$ cat config.mk
export PLATFORM = sky130hd
export DESIGN_NAME = ecc_point_unit
export DESIGN_NICKNAME = d
export VERILOG_FILES = /design/src/rtl/ecc_point_unit.sv
export SDC_FILE = /design/constraint.sdc
export NUM_CORES = 1
export LEC_CHECK = 0
export ABC_AREA = 1
export CAP_MARGIN = 20
export CORE_MARGIN = 10
export CORE_UTILIZATION = 44
export CTS_CLUSTER_SIZE = 16
export DETAILED_ROUTE_END_ITERATION = 7
export PLACE_DENSITY = 0.61
export SYNTH_ARGS = -nofsm -noshare
export SYNTH_HDL_FRONTEND = slang
export SYNTH_SLANG_ARGS = --single-unit
$ cat constraint.sdc
create_clock -name i_clk -period 2.92 [get_ports i_clk]
set_clock_uncertainty 0.1 [all_clocks]
set_input_delay 0.292 -clock i_clk [delete_from_list [all_inputs] [get_ports i_clk]]
set_output_delay 0.292 -clock i_clk [all_outputs]
set_load 0.01 [all_outputs]
$ cat src/rtl/ecc_point_unit.sv
// ecc_point_unit
//   Affine point add/double over GF(2^M) for the binary curve
//   y^2 + xy = x^3 + a*x^2 + b. A single serial GF(2^M) multiplier is
//   time-shared by a micro-sequencer. The same multiplier performs the
//   Fermat inversion d^(2^M-2), the squarings and the final products.
//
//   Build option: GF_MUL_DIGIT2_EN
//     Defined:   the multiplier consumes 2 bits of its B operand per cycle.
//     Undefined: it consumes 1 bit per cycle.
//     Results are identical in both builds. Only latency changes.
//
// Ports
//   i_clk                      rising-edge clock
//   i_rst                      asynchronous, active-low reset
//   i_start                    one-cycle request, sampled only while idle
//   i_op                       0 = P1+P2, 1 = 2*P1
//   i_poly                     low M coefficients of the field polynomial
//   i_a                        curve coefficient a
//   i_x1, i_y1, i_x2, i_y2     operand points
//   i_inf1, i_inf2             operand is the point at infinity
//   o_x3, o_y3, o_inf3         registered result point
//   o_busy                     operation in flight
//   o_done                     one-cycle completion pulse
module ecc_point_unit #(
  parameter int M = 4
) (
  input  logic         i_clk,
  input  logic         i_rst,
  input  logic         i_start,
  input  logic         i_op,
  input  logic [M-1:0] i_poly,
  input  logic [M-1:0] i_a,
  input  logic [M-1:0] i_x1,
  input  logic [M-1:0] i_y1,
  input  logic [M-1:0] i_x2,
  input  logic [M-1:0] i_y2,
  input  logic         i_inf1,
  input  logic         i_inf2,
  output logic [M-1:0] o_x3,
  output logic [M-1:0] o_y3,
  output logic         o_inf3,
  output logic         o_busy,
  output logic         o_done
);

`ifdef GF_MUL_DIGIT2_EN
  localparam int MCYC = (M + 1) / 2;
  localparam int BP   = 2 * MCYC;       // B operand zero-padded to whole digits
`else
  localparam int MCYC = M;
`endif
  localparam int CW = $clog2(MCYC + 1);
  localparam int SW = $clog2(2 * M + 3);

  localparam logic [CW-1:0] CYC_LAST = CW'(MCYC - 1);
  // Step map:
  //   Steps 0 .. K0-1 form the inversion chain.
  //     Even steps square s.
  //     Odd steps do r = r * s.
  //   Steps K0 .. K3 form the point formulas.
  localparam logic [SW-1:0] K0M1 = SW'(2 * (M - 1) - 1);
  localparam logic [SW-1:0] K0   = SW'(2 * (M - 1));
  localparam logic [SW-1:0] K1   = SW'(2 * (M - 1) + 1);
  localparam logic [SW-1:0] K2   = SW'(2 * (M - 1) + 2);
  localparam logic [SW-1:0] K3   = SW'(2 * (M - 1) + 3);
  localparam logic [M-1:0]  ONE  = M'(1);

  typedef enum logic [2:0] {IDLE, LOAD, SHORT, INV, MUL, DONE} state_t;
  state_t state;

  logic [M-1:0]  x1_reg, y1_reg, x2_reg, y2_reg, a_reg, poly_reg;
  logic          op_reg, inf1_reg, inf2_reg, dbl_reg, inf_reg;
  logic [M-1:0]  s_reg, r_reg, lam_reg, x3_reg, y3_reg, acc_reg;
  logic [CW-1:0] cyc_reg;
  logic [SW-1:0] step_reg;

  logic [M-1:0]  mul_a, mul_b, prod;

  // Multiply by x, then reduce modulo the field polynomial.
  function automatic logic [M-1:0] xtime(input logic [M-1:0] v, input logic [M-1:0] p);
    return {v[M-2:0], 1'b0} ^ (v[M-1] ? p : '0);
  endfunction

  // Operand selection for the current micro-step.
  always_comb begin
    mul_a = s_reg;
    mul_b = s_reg;
    if (step_reg < K0) begin
      if (step_reg[0]) begin
        mul_a = r_reg;
        mul_b = s_reg;
      end
    end else if (step_reg == K0) begin
      // Numerator times the inverse of the denominator.
      mul_a = dbl_reg ? y1_reg : (y1_reg ^ y2_reg);
      mul_b = r_reg;
    end else if (step_reg == K1) begin
      mul_a = lam_reg;
      mul_b = lam_reg;
    end else if (step_reg == K2) begin
      if (dbl_reg) begin
        mul_a = x1_reg;
        mul_b = x1_reg;
      end else begin
        mul_a = lam_reg;
        mul_b = x1_reg ^ x3_reg;
      end
    end else begin
      mul_a = lam_reg ^ ONE;
      mul_b = x3_reg;
    end
  end

  // MSB-first shift-and-add. prod is the accumulator after this cycle's
  // bit(s). On the last cycle of a product it is the finished product.
`ifdef GF_MUL_DIGIT2_EN
  localparam logic [BP-1:0] TOP_MASK = {1'b1, {(BP-1){1'b0}}};
  logic [BP-1:0] b_pad, mask_hi, mask_lo;
  logic [M-1:0]  acc_mid;
  always_comb begin
    b_pad   = BP'(mul_b);
    mask_hi = TOP_MASK >> {cyc_reg, 1'b0};
    mask_lo = mask_hi >> 1;
    acc_mid = xtime(acc_reg, poly_reg) ^ ((|(b_pad & mask_hi)) ? mul_a : '0);
    prod    = xtime(acc_mid, poly_reg) ^ ((|(b_pad & mask_lo)) ? mul_a : '0);
  end
`else
  localparam logic [M-1:0] TOP_MASK = {1'b1, {(M-1){1'b0}}};
  logic [M-1:0] mask_bit;
  always_comb begin
    mask_bit = TOP_MASK >> cyc_reg;
    prod     = xtime(acc_reg, poly_reg) ^ ((|(mul_b & mask_bit)) ? mul_a : '0);
  end
`endif

  always_ff @(posedge i_clk or negedge i_rst) begin
    if (!i_rst) begin
      state    <= IDLE;
      x1_reg   <= '0;
      y1_reg   <= '0;
      x2_reg   <= '0;
      y2_reg   <= '0;
      a_reg    <= '0;
      poly_reg <= '0;
      op_reg   <= 1'b0;
      inf1_reg <= 1'b0;
      inf2_reg <= 1'b0;
      dbl_reg  <= 1'b0;
      inf_reg  <= 1'b0;
      s_reg    <= '0;
      r_reg    <= '0;
      lam_reg  <= '0;
      x3_reg   <= '0;
      y3_reg   <= '0;
      acc_reg  <= '0;
      cyc_reg  <= '0;
      step_reg <= '0;
      o_x3     <= '0;
      o_y3     <= '0;
      o_inf3   <= 1'b0;
      o_busy   <= 1'b0;
      o_done   <= 1'b0;
    end else begin
      case (state)
        IDLE: begin
          o_done <= 1'b0;
          if (i_start) begin
            x1_reg   <= i_x1;
            y1_reg   <= i_y1;
            x2_reg   <= i_x2;
            y2_reg   <= i_y2;
            a_reg    <= i_a;
            poly_reg <= i_poly;
            op_reg   <= i_op;
            inf1_reg <= i_inf1;
            inf2_reg <= i_inf2;
            o_busy   <= 1'b1;
            state    <= LOAD;
          end
        end
        LOAD: begin
          step_reg <= '0;
          cyc_reg  <= '0;
          acc_reg  <= '0;
          r_reg    <= ONE;
          inf_reg  <= 1'b0;
          x3_reg   <= '0;
          y3_reg   <= '0;
          if (!op_reg && (inf1_reg || inf2_reg)) begin
            inf_reg <= inf1_reg & inf2_reg;
            x3_reg  <= inf1_reg ? x2_reg : x1_reg;
            y3_reg  <= inf1_reg ? y2_reg : y1_reg;
            state   <= SHORT;
          end else if (!op_reg && (x1_reg != x2_reg)) begin
            s_reg   <= x1_reg ^ x2_reg;
            dbl_reg <= 1'b0;
            state   <= INV;
          end else if (!op_reg && (y1_reg != y2_reg)) begin
            // P2 is taken to be -P1.
            inf_reg <= 1'b1;
            state   <= SHORT;
          end else if (inf1_reg || (x1_reg == '0)) begin
            // Doubling a point with x=0 yields infinity (the point is its own negative).
            inf_reg <= 1'b1;
            state   <= SHORT;
          end else begin
            s_reg   <= x1_reg;
            dbl_reg <= 1'b1;
            state   <= INV;
          end
        end
        INV, MUL: begin
          if (cyc_reg == CYC_LAST) begin
            cyc_reg  <= '0;
            acc_reg  <= '0;
            step_reg <= step_reg + 1'b1;
            if (step_reg < K0) begin
              if (step_reg[0]) r_reg <= prod;
              else             s_reg <= prod;
            end else if (step_reg == K0) begin
              lam_reg <= dbl_reg ? (x1_reg ^ prod) : prod;
            end else if (step_reg == K1) begin
              x3_reg <= prod ^ lam_reg ^ a_reg ^ (dbl_reg ? '0 : (x1_reg ^ x2_reg));
            end else if (step_reg == K2) begin
              if (dbl_reg) s_reg  <= prod;                   // s now holds x1^2
              else         y3_reg <= prod ^ x3_reg ^ y1_reg;
            end else begin
              y3_reg <= s_reg ^ prod;
            end
            if (step_reg == K0M1) state <= MUL;
            if (step_reg == (dbl_reg ? K3 : K2)) state <= DONE;
          end else begin
            cyc_reg <= cyc_reg + 1'b1;
            acc_reg <= prod;
          end
        end
        default: begin // SHORT, DONE: publish the result
          o_x3   <= inf_reg ? '0 : x3_reg;
          o_y3   <= inf_reg ? '0 : y3_reg;
          o_inf3 <= inf_reg;
          o_busy <= 1'b0;
          o_done <= 1'b1;
          state  <= IDLE;
        end
      endcase
    end
  end

endmodule
==> reports/qor.csv, run 1 <==
metric,value,unit
Placement Rows,37,
Crit. path cell count,12,
Nets,655,
post-cts hold buffer count,0,
switching share of total power,47.8,%
Setup crit end kind,flop,
Hold WC Path Type,in2async,
Logic pwr share,53.7,%
Place WS,0.265,ns
vias in the first global route,3998,
CTS max path bufs,2,
power share of the clock group,14.6,%
worst r2r src,step_reg[0]$_DFFE_PN0P_,
Initial Utilization,44.9,%
count of final setup violators,0,
final wirelength,13200,um
"Seq/Total Area, Yosys",40.1,%
port buffer count,40,
leakage dissipation,0.00255,uW
fin crit period,2.62,ns
prevailing post-synth register cell,dfrtp_1,
CTS tree,yes,
Final period util,89.8,%
Ant. Diodes,0,
Net Sw Power,2980,uW
Crit Path Class,reg2reg,
worst-path maximum fanout,13,
reg-to-reg endpoint,y3_reg[1]$_DFFE_PN0P_,
syn_nets,615,
layout cells sized above 1,14.3,%
"FFs w/ async S/R, synth",100,%
worst hold margin,-0.0308,ns
CTS Sinks,74,
Least-Margin Pin Slew,0.949,ns
Critical-path top delay cell,dfrtp_1,
Mapped Cells,577,
largest net degree at the start of global routing,75,
setup TNS,0,ns
DRC errors left,0,
syn avg cell area,8.00,um^2
Final Max Tran Viols,0,
Post-Layout Inst Area,5340,um^2
FMAX,381,MHz
sequential share of power,31.8,%
First DRT Iteration DRCs,293,
Pint,3250,uW
#FFs+latches synth,74,
vias,4062,
"most common cell after layout, fill and taps aside",nand2_1,
Total GRT Usage,18.0,%
"Hold Vio Cnt, Final",48,
final worst slack,0.296,ns
Rel. slew slack,36.8,%
worst skew pair latency,0.37,ns
setup repair bufs after CTS,0,
DIE AREA,15000,um^2
DP HPWL,10100,um
initial antenna violation count,0,
area delta synth->final,15.7,%
Worst Path Buf+Inv,2,
failing checks,negative hold slack,
TritonCTS buffer count,9,
routed len/inst,17.5,um
Routed Antenna Nets,0,
most frequent cells in the layout,"119 x nand2_1, 74 x dfrtp_1, 62 x inv_1",
Max stage delay on crit path,0.38,ns
GPL Wtd Cong,0.920,
Unique masters post-synth,47,
R2R depth,12,
Core ar.,10300,um^2
first-pass GRT wire length,21100,um
number of synthesized flops with an enable pin,0,
Vias per Instance,5.37,
"delay-heaviest family, CP",simple AND/OR/NAND/NOR gates,
yosys warns,0,
Mapped Area,4620,um^2
Max-cap violations,0,
"CTS clk-pin slew, worst paths",0.08,ns
die width,122,um
placed cell area,5120,um^2
grt total ovfl,0,
TritonRoute pass-1 iters,4,
RSZ-0062 raised after global routing,false,
H-tree lvl count,3,
cell chain of the critical path,inv_1 > ha_2 > nand4_4 > a21oi_1 > o21ai_1 > a32oi_2 > nand3_2 > nand2_4 > inv_2 > or2_1 > nand3_2 > a21oi_2,
VDD IR-drop max,0.495,mV
flop2flop setup slack,0.30,ns
CTS root buffer,clkbuf_8,
startpoint types,flop,
WP data arrival,2.79,ns
io pins,41,
Crit path required time,3.08,ns
CP most frequent cell,nand3_2,
Die Span Y,122,um
PD cells,1170,nW/um^2
outcome,"complete, but fails checks",
[how the worst max path moves through the flow]
stage               slack [ns]                     to               startpoint
finish                    0.30  y3_reg[1]$_DFFE_PN0P_  step_reg[0]$_DFFE_PN0P_
floorplan                 0.43  y3_reg[1]$_DFFE_PN0P_  step_reg[0]$_DFFE_PN0P_
global route              0.06  y3_reg[0]$_DFFE_PN0P_  step_reg[1]$_DFFE_PN0P_
CTS                       0.25  y3_reg[3]$_DFFE_PN0P_  step_reg[0]$_DFFE_PN0P_
detailed placement        0.27  y3_reg[3]$_DFFE_PN0P_  step_reg[0]$_DFFE_PN0P_
global placement          0.32  y3_reg[1]$_DFFE_PN0P_  step_reg[0]$_DFFE_PN0P_
[metrics by stage]
stage | std cells | hold WS, ns | utilization (%) | total power, uW
3_5_place_dp | 742 | 0.370 | 49.9 | 5330
3_3_place_gp | 742 | 0.361 | 49.9 | 5270
6_report | 757 | -0.0308 | 52.0 | 6240
5_1_grt | 757 | 0.0642 | 52.0 | 6740
2_1_floorplan | 577 | -0.104 | - | 4260
4_1_cts | 757 | 0.0143 | 52.0 | 6240
[power groups by stage]
stage	Clock, uW	Combinational [uW]	Sequential, uW
2_1_floorplan	0	2470	1780
3_3_place_gp	0	3290	1980
5_1_grt	969	3740	2030
4_1_cts	920	3350	1970
3_5_place_dp	0	3340	1990
6_report	910	3350	1980
[routing by layer]
metal	track usage [%]	routed length, um
met1	23.5	5880
met2	28.5	6200
met3	3.76	781
met4	7.81	357
met5	0	0
[worst reg2reg max path, stage by stage, from the launching register on]
cell     delay [ns]
dfrtp_1        0.38
inv_1          0.18
ha_2           0.30
nand4_4        0.23
a21oi_1        0.20
o21ai_1        0.10
a32oi_2        0.35
nand3_2        0.17
nand2_4        0.11
inv_2          0.06
or2_1          0.22
nand3_2        0.07
a21oi_2        0.05
[what timing repair did]
item / 4_1_cts / 5_1_grt
setup endpoints to repair: 0 / 2
endpoints found under the hold margin: 0 / 0
resized for setup: 0 / 1
[cell usage after synthesis, types with 8 or more instances]
master   count  area (um^2)
ha_1         8          100
nand2_1    119          447
xor2_1      14          123
xnor2_1      8         70.1
inv_2        9         33.8
dfrtp_1     74         1850
mux2_2      21          236
nand3_1     38          190
o21ai_0     38          190
nand3_2      8         80.1
nor2_1      49          184
a21oi_1     36          180
o21ai_1      8         40.0
inv_1       62          233
nand2_2      9         56.3
[area by class of cell]
cell class	instances	area, um^2
flip-flops and latches	74	1850
well taps	136	170
multi-input cells	411	2380
clock inverters	5	78.8
clock buffers	10	138
repair buffers	45	435
fillers	998	4930
inverters	76	289
[cell families (layout without fill, tap and decap cells)]
group / count (synthesis) / after routing / share of synthesized area [%]
AND/OR/NAND/NOR: 249 / 249 / 25.6
buffers and inverters: 92 / 136 / 8.40
AO/OA/AOI/OAI: 110 / 110 / 14.3
adder cells (fa/ha/maj): 8 / 8 / 2.17
flip-flops: 74 / 74 / 40.1
XOR/XNOR: 22 / 22 / 4.17
multiplexers: 22 / 22 / 5.34
(Power assumes the default switching activity.)
==> inputs of run 2 (changes only) <==
--- a/config.mk
+++ b/config.mk
@@ -7,11 +7,10 @@
 export LEC_CHECK = 0
 export ABC_AREA = 1
 export CAP_MARGIN = 20
-export CORE_MARGIN = 10
-export CORE_UTILIZATION = 44
+export CORE_UTILIZATION = 49
 export CTS_CLUSTER_SIZE = 16
 export DETAILED_ROUTE_END_ITERATION = 7
-export PLACE_DENSITY = 0.61
+export PLACE_DENSITY = 0.67
 export SYNTH_ARGS = -nofsm -noshare
 export SYNTH_HDL_FRONTEND = slang
 export SYNTH_SLANG_ARGS = --single-unit
==> constraint.sdc (replaced) <==
create_clock -name i_clk -period 3.1 [get_ports i_clk]
set_clock_uncertainty 0.1 [all_clocks]
set_input_delay 0.31 -clock i_clk [delete_from_list [all_inputs] [get_ports i_clk]]
set_output_delay 0.31 -clock i_clk [all_outputs]
set_load 0.01 [all_outputs]
==> reports/qor.csv, run 2 (same netlist as run 1, synthesis figures left out) <==
metric,value,unit
worst-path maximum fanout,13,
DP HPWL,9580,um
Nets,658,
setup repair bufs after CTS,0,
leakage dissipation,0.00257,uW
Die Span Y,99.1,um
post-cts hold buffer count,0,
Post-CTS Resized,0,
H-tree lvl count,3,
Least-Margin Pin Slew,0.954,ns
outcome,"complete, but fails checks",
DIE AREA,9810,um^2
VDD IR-drop max,0.517,mV
register area,1850,um^2
Crit Path Class,reg2reg,
Final period util,91.3,%
port buffer count,40,
die width,99.1,um
CTS tree,yes,
most frequent cells in the layout,"119 x nand2_1, 74 x dfrtp_1, 62 x inv_1",
final wirelength,12800,um
vias in the first global route,4002,
area delta synth->final,16.0,%
CTS max path bufs,2,
Final Max Tran Viols,0,
Placement Rows,35,
failing checks,negative hold slack,
RSZ-0062 raised after global routing,false,
largest net degree at the start of global routing,75,
Total GRT Usage,27.9,%
First DRT Iteration DRCs,327,
Ant. Diodes,0,
Max-cap violations,0,
startpoint types,flop,
WP data arrival,2.98,ns
Crit path required time,3.25,ns
routed len/inst,17.4,um
worst skew pair latency,0.36,ns
"Hold Vio Cnt, Final",13,
Vias per Instance,5.57,
GPL Wtd Cong,0.901,
post-route insts no fill,736,
initial antenna violation count,0,
Setup crit end kind,flop,
setup TNS,0,ns
"CTS clk-pin slew, worst paths",0.09,ns
layout cells sized above 1,14.6,%
area occupied by multi-input gates,2380,um^2
Rel. slew slack,36.4,%
# placed instances,720,
fin crit period,2.83,ns
CTS Sinks,74,
vias,4101,
"most common cell after layout, fill and taps aside",nand2_1,
Hold WC Path Type,in2async,
Routed Antenna Nets,0,
grt total ovfl,0,
count of final setup violators,0,
Initial Utilization,50.2,%
first-pass GRT wire length,20600,um
Filler cells,890,
TritonRoute pass-1 iters,5,
TritonCTS buffer count,9,
PD cells,1120,nW/um^2
CTS root buffer,clkbuf_8,
Core ar.,9200,um^2
FMAX,353,MHz
DRC errors left,0,
worst hold margin,-0.0145,ns
io pins,41,
-- run 2: changes by cell type in the layout (fill, tap and decap cells not counted) --
cell,before,now
ha_2,1,0
buf_4,6,9
ha_1,7,8
inv_6,0,1
clkbuf_8,10,9
clkinv_2,3,2
bufinv_16,2,3
clkbuf_1,0,1
-- run 2: report_power, final --
part | switching (uW) | internal (uW) | total (uW)
Clock | 393 | 538 | 931
Combinational | 1960 | 1220 | 3180
Sequential | 483 | 1390 | 1870
Total | 2840 | 3150 | 5980
-- run 2: path summary, 6_finish.rpt --
check	startpoint	to	slack [ns]	cells after the start
worst max register to register	step_reg[1]$_DFFE_PN0P_	y3_reg[2]$_DFFE_PN0P_	0.27	13
worst min-delay path	i_rst	cyc_reg[0]$_DFFE_PN0N_	-0.01	1
min in group i_clk	inf_reg$_DFFE_PN0P_	inf_reg$_DFFE_PN0P_	0.39	2
worst min register to register	inf_reg$_DFFE_PN0P_	inf_reg$_DFFE_PN0P_	0.39	2
worst max-delay path	step_reg[1]$_DFFE_PN0P_	y3_reg[2]$_DFFE_PN0P_	0.27	13
max in group asynchronous	i_rst	x2_reg[2]$_DFFE_PN0P_	2.28	1
-- run 2: area by class of cell --
class	count	share of cell area (%)
multi-input cells	411	44.4
clock inverters	6	2.10
inverters	76	5.40
well taps	111	2.59
flip-flops and latches	74	34.6
clock buffers	10	2.38
repair buffers	48	8.55
-- run 2: through the flow --
step / cell area, um^2 / utilization (%) / total power, uW / setup slack, ns
5_1_grt: 5360 / 58.2 / 6450 / 0.0976
3_5_place_dp: 5110 / 55.6 / 5030 / 0.400
3_3_place_gp: 5110 / 55.6 / 4970 / 0.413
6_report: 5360 / 58.2 / 5980 / 0.269
2_1_floorplan: 4620 / - / 4010 / 0.614
4_1_cts: 5360 / 58.2 / 5980 / 0.354
-- run 2: worst max-delay path: stages (launching register included) --
cell and delay [ns]:
dfrtp_1 0.42, inv_1 0.15, ha_1 0.34, nand4_4 0.26, nand2_1 0.13, o211ai_1 0.12
a31oi_1 0.33, o21ai_1 0.19, nand2_1 0.20, nand2_4 0.12, inv_1 0.12, nand2_1 0.07
nand3_1 0.10, a31oi_1 0.09
-- run 2: per-layer routing --
metal,GRT usage (%),wire [um]
met1,38.3,5890
met2,45.8,6050
met3,3.97,603
met4,9.05,282
met5,0,0
